$ cat src/rtl/pc_fetch_unit.sv
// pc_fetch_unit: fetch stage ahead of the instruction decoder.
// Holds the PC, fetches one word per decode from a handshaked memory,
// presents opcode/funct to the decoder and forms the next PC from muxPC.
//
// Optional feature macro: ALIGN_CHECK_EN (misaligned next-PC trap).
//
// Ports:
//   clk, rst_n                 clock, async active-low reset
//   imem_req, imem_addr        fetch request / word address (= pc)
//   imem_ready, imem_rdata     memory data-valid strobe / instruction word
//   instr, instr_valid         instruction register and its valid flag
//   instr_ack                  execute done; muxPC / jr_target valid
//   muxPC, jr_target           next-PC select (0 seq, 1 j, 2 jr, 3 br), jr value
//   pc, pc_plus4               address of instr, and pc+4 (link path)
//   opcode, functcode          instr[31:26], instr[5:0]
//   align_fault                sticky misaligned-target trap
module pc_fetch_unit #(
    parameter int unsigned       ADDR_W   = 32,
    parameter logic [ADDR_W-1:0] RESET_PC = 32'h0000_0000
) (
    input  logic              clk,
    input  logic              rst_n,
    output logic              imem_req,
    output logic [ADDR_W-1:0] imem_addr,
    input  logic              imem_ready,
    input  logic [31:0]       imem_rdata,
    output logic [31:0]       instr,
    output logic              instr_valid,
    input  logic              instr_ack,
    input  logic [1:0]        muxPC,
    input  logic [ADDR_W-1:0] jr_target,
    output logic [ADDR_W-1:0] pc,
    output logic [ADDR_W-1:0] pc_plus4,
    output logic [5:0]        opcode,
    output logic [5:0]        functcode,
    output logic              align_fault
);

    typedef enum logic [1:0] {
        ST_START = 2'd0,
        ST_FETCH = 2'd1,
        ST_HOLD  = 2'd2
`ifdef ALIGN_CHECK_EN
        , ST_FAULT = 2'd3
`endif
    } state_t;

    state_t            r_state;
    state_t            w_state_nxt;
    logic [ADDR_W-1:0] r_pc;
    logic [31:0]       r_instr;
    logic              r_valid;
    logic              r_req;
    logic              w_ir_load;
    logic              w_pc_load;
    logic [ADDR_W-1:0] w_pc_plus4;
    logic [ADDR_W-1:0] w_br_off;
    logic [ADDR_W-1:0] w_next_pc_raw;
    logic [ADDR_W-1:0] w_next_pc;

    // Next-PC candidates; all arithmetic wraps modulo 2^32
    assign w_pc_plus4 = r_pc + ADDR_W'(4);
    assign w_br_off   = {{14{r_instr[15]}}, r_instr[15:0], 2'b00};

    always_comb begin
        w_next_pc_raw = w_pc_plus4;
        case (muxPC)
            2'd0:    w_next_pc_raw = w_pc_plus4;
            2'd1:    w_next_pc_raw = {w_pc_plus4[31:28], r_instr[25:0], 2'b00};
            2'd2:    w_next_pc_raw = jr_target;
            default: w_next_pc_raw = w_pc_plus4 + w_br_off;
        endcase
    end

`ifdef ALIGN_CHECK_EN
    logic w_misalign;
    logic w_fault_set;
    logic r_fault;

    assign w_next_pc  = w_next_pc_raw;
    assign w_misalign = |w_next_pc_raw[1:0];
`else
    // Without the trap, low address bits are simply dropped
    assign w_next_pc  = w_next_pc_raw & ~ADDR_W'(3);
`endif

    // State register
    always_ff @(posedge clk or negedge rst_n) begin
        if (!rst_n) r_state <= ST_START;
        else        r_state <= w_state_nxt;
    end

    // Next-state and load enables
    always_comb begin
        w_state_nxt = r_state;
        w_ir_load   = 1'b0;
        w_pc_load   = 1'b0;
`ifdef ALIGN_CHECK_EN
        w_fault_set = 1'b0;
`endif
        case (r_state)
            ST_START: w_state_nxt = ST_FETCH;
            ST_FETCH: begin
                if (imem_ready) begin
                    w_ir_load   = 1'b1;
                    w_state_nxt = ST_HOLD;
                end
            end
            ST_HOLD: begin
                if (instr_ack) begin
`ifdef ALIGN_CHECK_EN
                    if (w_misalign) begin
                        w_fault_set = 1'b1;
                        w_state_nxt = ST_FAULT;
                    end else begin
                        w_pc_load   = 1'b1;
                        w_state_nxt = ST_FETCH;
                    end
`else
                    w_pc_load   = 1'b1;
                    w_state_nxt = ST_FETCH;
`endif
                end
            end
            // FAULT is sticky until reset
            default: w_state_nxt = r_state;
        endcase
    end

    // Datapath and registered status outputs
    always_ff @(posedge clk or negedge rst_n) begin
        if (!rst_n) begin
            r_pc    <= RESET_PC;
            r_instr <= 32'h0;
            r_valid <= 1'b0;
            r_req   <= 1'b0;
        end else begin
            r_req   <= (w_state_nxt == ST_FETCH);
            r_valid <= (w_state_nxt == ST_HOLD);
            if (w_ir_load) r_instr <= imem_rdata;
            if (w_pc_load) r_pc    <= w_next_pc;
        end
    end

`ifdef ALIGN_CHECK_EN
    // Sticky trap flag
    always_ff @(posedge clk or negedge rst_n) begin
        if (!rst_n)           r_fault <= 1'b0;
        else if (w_fault_set) r_fault <= 1'b1;
    end
    assign align_fault = r_fault;
`else
    assign align_fault = 1'b0;
`endif

    assign imem_req    = r_req;
    assign imem_addr   = r_pc;
    assign pc          = r_pc;
    assign pc_plus4    = w_pc_plus4;
    assign instr       = r_instr;
    assign instr_valid = r_valid;
    assign opcode      = r_instr[31:26];
    assign functcode   = r_instr[5:0];

endmodule

$ cat config.mk
export PLATFORM = sky130hd
export DESIGN_NAME = pc_fetch_unit
export DESIGN_NICKNAME = d
export VERILOG_FILES = /design/src/rtl/pc_fetch_unit.sv
export SDC_FILE = /design/constraint.sdc
export NUM_CORES = 1
export LEC_CHECK = 0
export CORE_MARGIN = 2
export CORE_UTILIZATION = 49
export DETAILED_ROUTE_END_ITERATION = 10
export GPL_ROUTABILITY_DRIVEN = 0
export GPL_TIMING_DRIVEN = 0
export HOLD_SLACK_MARGIN = 0.06
export PLACE_DENSITY = 0.87
export SETUP_SLACK_MARGIN = 0.1
export SLEW_MARGIN = 20
export SYNTH_ARGS = -nofsm -noshare
export SYNTH_HDL_FRONTEND = slang
export SYNTH_SLANG_ARGS = --single-unit
$ cat constraint.sdc
create_clock -name clk -period 7.9 [get_ports clk]
set_input_delay 1.58 -clock clk [delete_from_list [all_inputs] [get_ports clk]]
set_output_delay 1.58 -clock clk [all_outputs]
set_load 0.02 [all_outputs]
---- Word level (Yosys, flattened, before mapping) ----
Index checks and enable logic that the tools add are counted.
cells by class
  add/sub/neg operators ................... 2
  equal/unequal tests ..................... 6
  multiplexer cells ....................... 8
  reduce and logical (&&, ||, !) cells .... 2
operator list
  cell                   number
  $pmux 32 s3            1
  $add 32x3->32 const B  1
  $add 32x32->32         1
  $eq 2x1->1 const B     3
  $eq 2x2->1 const B     3
  $pmux 2 s3             1
  $logic_not 2->1        2
  $mux 1                 4
  $mux 2                 2
word-level totals
  flip-flop bits (word level) ............. 66
  input port bits ......................... 70

---- Depth between registers and ports, before layout ----
  depth in word-level cells ............... 3
  depth in mapped cells ................... 16
  mapped depth without buffers ............ 16

---- Worst setup path before layout ----
OpenSTA, ideal clock, no wires.
  path kind ............................... register to register
  start point ............................. register r_pc[3] (netlist: imem_addr[3])
  end point ............................... register r_pc[29] (netlist: imem_addr[29])
  setup time .............................. 0.083 ns
  data arrival time ....................... 3.798 ns
  required time ........................... 7.817 ns
  slack ................................... 4.020 ns
  cell stages (with the launch flop) ...... 17
  path buffers ............................ 0
  period minus slack after synthesis ...... 3.880 ns
  cell sequence ........................... dfrtp_1 ha_1 nand4_1 nor3_1 and2_1 nand2_1 xnor2_1 ha_1 a21o_1 a21o_1 nor2_1 o21ai_0 o21ai_0 a21boi_0 o21ai_0 mux2_2 o21ai_0
on the way
  cells in the longest elaborated chain, start to end .. 3
RTL lines
  what                      RTL line  source
  start: declaration        50        logic [ADDR_W-1:0] r_pc;
  start signal: assignment  141       if (w_pc_load) r_pc <= w_next_pc;
  $add 32x3->32             62        assign w_pc_plus4 = r_pc + ADDR_W'(4);
  via pc_plus4[20]          33        output logic [ADDR_W-1:0] pc_plus4,
  $add 32x32->32            71        default: w_next_pc_raw = w_pc_plus4 + w_br_off;
  $pmux 32 s3               67        case (muxPC)
The timed path passes the listed nets, and every way through them passes these cells.
A chain may end at the register's enable or synchronous reset.

---- Worst setup path after layout ----
  start point ............................. register r_pc[3] (netlist: imem_addr[3])
  end point ............................... output pc_plus4[20]
on the way
  cells in the longest elaborated chain, start to end .. 1
RTL lines
  what              RTL line
  $add 32x3->32     62
  end: declaration  33
No other way between the ends.

==> flow_summary.ini <==
[logic_synthesis]
yosysTopAreaCellShare_pct = 28.68
netlist_top_cells_area = dfrtp_1, ha_1, mux2_2, buf_4, mux4_2
synth_flop_cell = dfrtp_1
ys_async_sr_fraction_pct = 100.0
yosysSeqAreaShare_pct = 28.68
ys_ff_latch = 66
synth_edf_count = 0
synth_cells = 641
ys_types = 66
synth_area_leader_cell = dfrtp_1
syn-cell-area_sq_mm = 0.005759
synth_warnings = 0
syn_avg_cell_area_sq_um = 8.985

[cts]
postCtsSetupRepairBufs = 0
post_cts_resized = 0
clkSlewWorstSetupHoldPaths_ps = 50
clock_sinks = 66
cts_max_level = 3
cts_buffer_depth = 2
numCtsBuffers = 9
cts_tree = done
clockRootBuffer = clkbuf_16
insertion_delay_ps = 340
cts_hold_buf = 0

[drt]
drt_wl_total_mm = 19.37
dr_total_vias = 5951
drtIter0Drc = 578
drc = 0
drtAntennaViolNets = 0
dr.pass1.iters = 6
wl_per_cell_um = 19.21
routed_via_density = 5.904

[die]
core-area_sq_mm = 0.01147
die_width_um = 112.4
initial_core_util_pct = 50.22
io-pin-count = 213
die-area_sq_mm = 0.01264
die_h_um = 112.4
rows = 39

[grt]
gr-usage-met3_pct = 6.641
grt_use_met2_pct = 50.08
grt-ovfl-total = 0
grt_pass1_wl_mm = 30.69
grt_usage_pct = 30.46
grt_pass1_vias = 5950
use_met1_pct = 38.35
antenna_found_initial = 0
busiest_layer = met2
grt_max_degree = 35

[critical_path]
critical-path-slowest-cell = clkdlybuf4s50_1
cp_top_family = simple AND/OR/NAND/NOR gates
arrival_ps = 3330
cp.required_ps = 6320
path_max_fanout = 6
slowest_delay_ps = 680
worstSetupStartpointType = register
reg2reg_slack_ps = 3270
crit_chain = ha_1, nand4_1, nor3_1, and2_1, nand2_1, xnor2_1, clkdlybuf4s50_1
crit_type = reg2out
end_kind = primary output
worst-path-buf-inv = 1

[placement]
dp_hpwl_mm = 15.33
placed_cells = 992
dp_slack_ps = 3424
io_buffers = 201

[cells_and_area]
drive_above_1_share_pct = 15.26
area_growth_pct = 43.80
final_cell_mix = clkdlybuf4s50_1, nand2_1, dfrtp_1, buf_4, a21oi_1
final_common_cell = clkdlybuf4s50_1
final_cells = 1008
antenna_cells = 0
final_nets = 963

[timing]
layout_setup_ws_ps = 2994
timing.fmax_ghz = 0.2038
setup_viol = 0
finalClockSkew_ps = 6.951
fin_setup_tns_ps = 0
hold_ws_ps = 540.1
fin_crit_ps = 4906
post-route-period-util_pct = 62.10
rsz0062_at_grt = false
max_slew_margin_pct = 45.74
worstMarginPinSlew_ps = 814.0
hold_viol_final = 0
slew_viol_final = 0

[power]
combinationalPowerShare_pct = 71.4
ir_drop_mv = 0.2667
swShare_pct = 47.34
p_sw_w = 0.001882
leakage_nw = 3.666
p_clk_share_pct = 9.8
seq_power_share_pct = 18.8
intPower_w = 0.002093
power_density_mw_per_mm2 = 480.0

[outcome]
outcome = complete, no violations

[run]
maxCapViolations = 0

[min_path]
hold_path.class = reg2reg
final timing paths:
path                            cells past startpoint                     start                         to
worst min register to register                      1     instr[30]$_DFFE_PN0P_      instr[30]$_DFFE_PN0P_
max in group asynchronous                           2                     rst_n  imem_addr[24]$_DFFE_PN0P_
worst min-delay path                                1     instr[30]$_DFFE_PN0P_      instr[30]$_DFFE_PN0P_
worst max-delay path                                7  imem_addr[3]$_DFFE_PN0P_               pc_plus4[20]
worst max register to register                     16  imem_addr[3]$_DFFE_PN0P_  imem_addr[29]$_DFFE_PN0P_
min in group asynchronous                           1                     rst_n   imem_addr[5]$_DFFE_PN0P_
cell families (layout without fill, tap and decap cells):
group                    Yosys count  count (layout)  synth area share [%]
AND/OR/NAND/NOR                  199             199                 16.99
AO/OA/AOI/OAI                    142             142                 15.66
buffers and inverters             87             305                 9.081
flip-flops                        66              66                 28.68
multiplexers                      61              61                 14.19
XOR/XNOR                          52              52                 8.038
adder cells (fa/ha/maj)           33              33                 7.300
other                              1               7               0.06511
layer usage:
metal | part of all wire [%] | up-vias
met1 | 37 | 2786
met4 | 4.4 | 0
met5 | 0 | -
met2 | 49 | 398
li1 | - | 2692
met3 | 9.7 | 75
power groups by stage:
stage          sequential (W)  clock, W  combinational [W]
2_1_floorplan        0.000859         0            0.00161
3_3_place_gp         0.000732         0            0.00269
3_5_place_dp         0.000747         0            0.00278
6_report             0.000749  0.000389            0.00284
4_1_cts              0.000742  0.000390            0.00280
5_1_grt              0.000775  0.000407            0.00302
cell type report:
class                   count  area [sq um]
multi-input cells         494          3607
fillers                   864          3186
repair buffers            202          2029
flip-flops and latches     66          1652
plain buffers              76         481.7
clock buffers              12         266.5
well taps                 143         178.9
inverters                  11         41.29
clock inverters             4         25.02
stage by stage:
step	total power [W]	utilization (%)	cell area (sq um)
after floorplan	0.002473	-	5782
after global placement	0.003419	69.53	7973
after detailed placement	0.003532	69.68	7990
after CTS	0.003933	72.22	8282
after global routing	0.004201	72.22	8282
final	0.003975	72.22	8282
synth_stat cells, drive strengths merged, types with 5 or more instances:
cell / count
nand3: 24
mux2: 35
and3: 14
dfrtp: 66
and2: 6
mux2i: 13
nor3: 10
buf: 58
clkbuf: 18
inv: 11
a21o: 21
a31oi: 5
nand2: 76
nand4: 12
a21oi: 40
nor2b: 5
mux4: 13
nor2: 39
o21bai: 5
ha: 32
a211oi: 6
o21ai: 32
xnor2: 32
xor2: 20
flip-flops by register name (all words and copies together) (netlist names):
name         flops
instr           32
imem_req         1
imem_addr       30
instr_valid      1
r_state          2
Power figures use the tool's default switching activity.
